**src/rtl/reg64_serial_reader.sv**
```systemverilog
// Purpose: reads one word from a storage register and shifts it out bit-serially over valid/ready.
// Latency: Start@n -> read strobe n+1, capture n+2, first bit n+3, Done n+3+WIDTH (+1 with parity).
// Backpressure: i_sready low holds o_sout/o_svalid and the bit count; optional SER_PARITY_EN appends an even-parity bit.
module reg64_serial_reader #(
    parameter int WIDTH     = 64,
    parameter bit MSB_FIRST = 1'b0
) (
    input  logic             i_clk,
    input  logic             i_rst,
    input  logic             i_start,
    input  logic [WIDTH-1:0] i_din,
    output logic             o_reg_read,
    output logic             o_reg_en,
    output logic             o_sout,
    output logic             o_svalid,
    input  logic             i_sready,
    output logic             o_busy,
    output logic             o_done
);

    localparam int CW = $clog2(WIDTH + 1);
    localparam logic [CW-1:0] CNT_FULL = CW'(WIDTH);

    typedef enum logic [2:0] {
        S_IDLE    = 3'd0,
        S_FETCH   = 3'd1,
        S_CAPTURE = 3'd2,
        S_SHIFT   = 3'd3,
        S_PARITY  = 3'd4,
        S_DONE    = 3'd5
    } state_t;

    state_t           r_state;
    state_t           w_next;
    logic [WIDTH-1:0] r_shreg;
    logic [CW-1:0]    r_cnt;
    logic             w_fire;
    logic             w_last;
    logic             w_bit;

    // Bit presented to the consumer depends on shift direction.
    assign w_bit  = MSB_FIRST ? r_shreg[WIDTH-1] : r_shreg[0];
    // Count reaches 1 on the final data bit, so it never wraps below zero.
    assign w_last = (r_cnt == CW'(1));

`ifdef SER_PARITY_EN
    logic r_par;

    // Parity of the captured word, taken at capture so later Din changes cannot affect it.
    always_ff @(posedge i_clk) begin
        if (i_rst) begin
            r_par <= 1'b0;
        end else if (r_state == S_CAPTURE) begin
            r_par <= ^i_din;
        end
    end
`endif

    // State register.
    always_ff @(posedge i_clk) begin
        if (i_rst) begin
            r_state <= S_IDLE;
        end else begin
            r_state <= w_next;
        end
    end

    // Next-state and Moore outputs; the serial handshake only advances in data/parity states.
    always_comb begin
        w_next     = r_state;
        w_fire     = 1'b0;
        o_reg_read = 1'b0;
        o_reg_en   = 1'b0;
        o_sout     = 1'b0;
        o_svalid   = 1'b0;
        o_busy     = 1'b0;
        o_done     = 1'b0;
        case (r_state)
            S_IDLE: begin
                if (i_start) begin
                    w_next = S_FETCH;
                end
            end
            S_FETCH: begin
                o_reg_read = 1'b1;
                o_reg_en   = 1'b1;
                o_busy     = 1'b1;
                w_next     = S_CAPTURE;
            end
            S_CAPTURE: begin
                o_busy = 1'b1;
                w_next = S_SHIFT;
            end
            S_SHIFT: begin
                o_busy   = 1'b1;
                o_svalid = 1'b1;
                o_sout   = w_bit;
                w_fire   = i_sready;
                if (i_sready && w_last) begin
`ifdef SER_PARITY_EN
                    w_next = S_PARITY;
`else
                    w_next = S_DONE;
`endif
                end
            end
`ifdef SER_PARITY_EN
            S_PARITY: begin
                o_busy   = 1'b1;
                o_svalid = 1'b1;
                o_sout   = r_par;
                if (i_sready) begin
                    w_next = S_DONE;
                end
            end
`endif
            S_DONE: begin
                o_busy = 1'b1;
                o_done = 1'b1;
                w_next = S_IDLE;
            end
            default: begin
                w_next = S_IDLE;
            end
        endcase
    end

    // Shift register and remaining-bit count: load on capture, advance one bit per accepted handshake.
    always_ff @(posedge i_clk) begin
        if (i_rst) begin
            r_shreg <= '0;
            r_cnt   <= '0;
        end else if (r_state == S_CAPTURE) begin
            r_shreg <= i_din;
            r_cnt   <= CNT_FULL;
        end else if (w_fire) begin
            if (MSB_FIRST) begin
                r_shreg <= {r_shreg[WIDTH-2:0], 1'b0};
            end else begin
                r_shreg <= {1'b0, r_shreg[WIDTH-1:1]};
            end
            r_cnt <= r_cnt - CW'(1);
        end
    end

endmodule

```
**config.mk**
```make
export PLATFORM = sky130hd
export DESIGN_NAME = reg64_serial_reader
export DESIGN_NICKNAME = d
export VERILOG_FILES = /design/src/rtl/reg64_serial_reader.sv
export SDC_FILE = /design/constraint.sdc
export NUM_CORES = 1
export LEC_CHECK = 0
export CAP_MARGIN = 40
export CORE_UTILIZATION = 25
export CTS_CLUSTER_DIAMETER = 200
export DETAILED_ROUTE_END_ITERATION = 6
export GPL_TIMING_DRIVEN = 0
export SLEW_MARGIN = 25
export SYNTH_ARGS = -nofsm -noshare
export SYNTH_HDL_FRONTEND = slang
export SYNTH_SLANG_ARGS = --single-unit
```
**constraint.sdc**
```tcl
create_clock -name i_clk -period 1.78 [get_ports i_clk]
set_input_delay 0.356 -clock i_clk [delete_from_list [all_inputs] [get_ports i_clk]]
set_output_delay 0.356 -clock i_clk [all_outputs]
set_load 0.01 [all_outputs]
```
==> impl_metrics.csv <==
group,metric,value,unit
detailed_routing,drt_iter0_markers,253,
sta,hold_viol,0,
sta,fin_hold_ws,468,ps
power,power_switching,0.000980,W
detailed_routing,via_per_inst,5.03,
detailed_routing,detail_route.wl_per_cell,14.4,um
global_route,overflow,0,
logic_synthesis,synthesis.area,0.00314,mm^2
detailed_routing,drt_wl_total,8.91,mm
global_route,antenna_found_initial,0,
logic_synthesis,yosys-top-cells-area,"dfxtp_1 (47%), a22oi_1 (14%), a21oi_1 (10%)",
clocking,clkSinkCount,74,
sta,setup_violations,0,
die,ios,74,
finish,diodes,0,
logic_synthesis,yosysSeqAreaShare,0.472,
place,post-dp-hpwl,6.12,mm
logic_synthesis,ys_ff_latch,74,
finish,most-common-layout-cells,"dfxtp_1 (74), clkdlybuf4s50_1 (66), a21oi_1 (65)",
power,power_frac_comb,0.117,
sta,fin_ws,50.3,ps
clocking,cts-buffers-inserted,9,
clocking,h-tree-depth,3,
logic_synthesis,yosysWarnings,0,
logic_synthesis,avgSynthCellArea,8.69,um^2
global_route,grt_max_degree,13,
min_path,holdPathStages,2,
sta,period_needed,1730,ps
min_path,hold_class,"flop to flop",
critical_path,cp-start-kind,"flop",
outcome,outcome,"finished, final reports clean",
logic_synthesis,yosysTopAreaCell,"dfxtp_1",
clocking,clk_path_buf_depth,2,
global_route,grt_pass1_vias,2957,
critical_path,required,1420,ps
die,initial_core_util,0.259,
sta,relSlewSlack,0.619,
power,p_per_area,1010,mW/mm^2
min_path,hold_end,"r_shreg[10]",
critical_path,r2r_cells,6,
power,clockPowerShare,0.482,
finish,fin_nets,517,
power,vdd_ir_drop_max,0.332,mV
power,p_seq_frac,0.400,
power,intPower,0.00351,W
logic_synthesis,synthCells,361,
critical_path,endpoint_kind,"primary output",
clocking,clkLatencyLatePin,330,ps
sta,finalClockSkew,6.17,ps
place,dpl_worst_slack,-255,ps
critical_path,rrSetupSlack,100,ps
sta,max_freq,578,MHz
die,core-area,0.0121,mm^2
logic_synthesis,synth-edff-count,0,
finish,area_growth,42.2,%
sta,slew_viol_final,0,
logic_synthesis,synth_flop_cell,"dfxtp_1",
run,cap_viol_max_count,0,
die,die_area,0.0130,mm^2
detailed_routing,antenna_left,0,
finish,drive_above_1_share,0.104,
power,p_leak,1.55,nW
critical_path,critPathArrivalTime,1370,ps
logic_synthesis,synth_nets,431,
sta,period_share,0.972,
clocking,cts_tree,"yes",
global_route,grt_pass1_wl,14.4,mm
logic_synthesis,synthArstFlopShare,0,
detailed_routing,drc,0,
power,switching_share,0.218,
place,place.gp.congestion,0.777,
finish,mostFrequentLayoutCell,"dfxtp_1",
critical_path,reg2reg_to,"r_cnt[5]",
detailed_routing,via_count,3108,
die,dieWidth,114,um
die,die_height,114,um
sta,worstMarginPinSlew,571,ps
critical_path,critPathKind,"flop to primary output",
die,rows,40,
clocking,ctsRootBufferMaster,"clkbuf_16",
detailed_routing,dr.pass1.iters,5,
place,io_buffers,72,
global_route,grt_use_total,0.140,
logic_synthesis,synth_cell_types,33,
min_path,min_from,"r_shreg[10]",
clocking,cts.clk_slew.worst_paths,60,ps
logic_synthesis,synth_top_area_share,0.472,
critical_path,path_max_fanout,10,
sta,rsz0062_at_grt,"yes",
critical_path,timing.rr.start,"r_state[2]",
==> cell families after synthesis <==
family                     synth area share
muxes                               0.00638
AOI/OAI and AO/OA                     0.272
and+or+nand+nor                       0.171
buffers and inverters                0.0674
xor gates and xnor gates            0.00279
DFF                                   0.472
adders and majority gates           0.00798
==> final cells by class <==
| cell class | count | area, um^2 |
|---|---|---|
| buffer | 40 | 211 |
| clock buffer | 9 | 225 |
| clock inverter | 5 | 129 |
| fill | 1269 | 7650 |
| inverter | 6 | 22.5 |
| multi-input combinational | 241 | 1460 |
| sequential | 74 | 1480 |
| tap | 168 | 210 |
| timing repair buffer | 75 | 727 |
==> critical path, stage by stage, from the launching register on <==
cell      delay (ps)
dfxtp_1          320
buf_6            140
nand3b_1         210
inv_2            110
and2_1           140
buf_2            130
==> power by group through the flow <==
stage                     Sequential [W]  Clock [W]  Combinational [W]
after floorplan                  0.00182          0           0.000273
after global placement           0.00183          0           0.000508
after detailed placement         0.00183          0           0.000518
after CTS                        0.00180    0.00221           0.000521
after global routing             0.00181    0.00229           0.000584
final                            0.00180    0.00217           0.000527
==> sequential cells by signal, summed over array words and instances, names as in the netlist <==
signal   count
r_shreg     64
r_cnt        7
r_state      3
==> cells in the mapped netlist (all sizes together) (3+ instances only) <==
cell type,n
a311oi,3
or4,4
a21oi,65
nor3,3
buf,27
dfxtp,74
nand2,9
nand3,62
clkbuf,13
nor2,7
inv,6
or3,3
a22oi,60
==> routing by layer <==
layer,vias up,wire [um],global-route usage,share of wire
li1,1522,-,-,-
met5,-,0,0,0
met4,0,78,0.0381,0.0088
met3,7,445,0.0388,0.050
met1,1481,4240,0.183,0.48
met2,98,4150,0.226,0.47
==> stage by stage <==
step,TNS [ps],instance area [um^2],util,power (W),cells
2_1_floorplan,0,3140,-,0.00209,361
3_3_place_gp,-12420,4070,0.336,0.00234,601
3_5_place_dp,-13520,4070,0.336,0.00235,601
4_1_cts,0,4430,0.366,0.00453,616
5_1_grt,-11.4,4460,0.368,0.00469,618
6_report,0,4460,0.368,0.00450,618
==> how the worst max path moves through the flow <==
stage,cells after the start,slack (ps),from,end
CTS,5,10,r_state[1],r_shreg[7]
floorplan,7,330,r_state[0],r_shreg[18]
detailed placement,6,-260,i_sready,r_shreg[11]
global route,5,-8,r_state[2],o_sout
finish,5,50,r_state[2],o_sout
global placement,6,-230,i_sready,r_shreg[7]
==> what timing repair did <==
action | in CTS | in global routing
hold buffers | 0 | 0
pin swaps | 1 | 1
gates resized for setup | 14 | 9
setup buffers | 1 | 2
setup endpoints to repair | 21 | 63
Note: power is estimated with default switching activity, not from simulation.
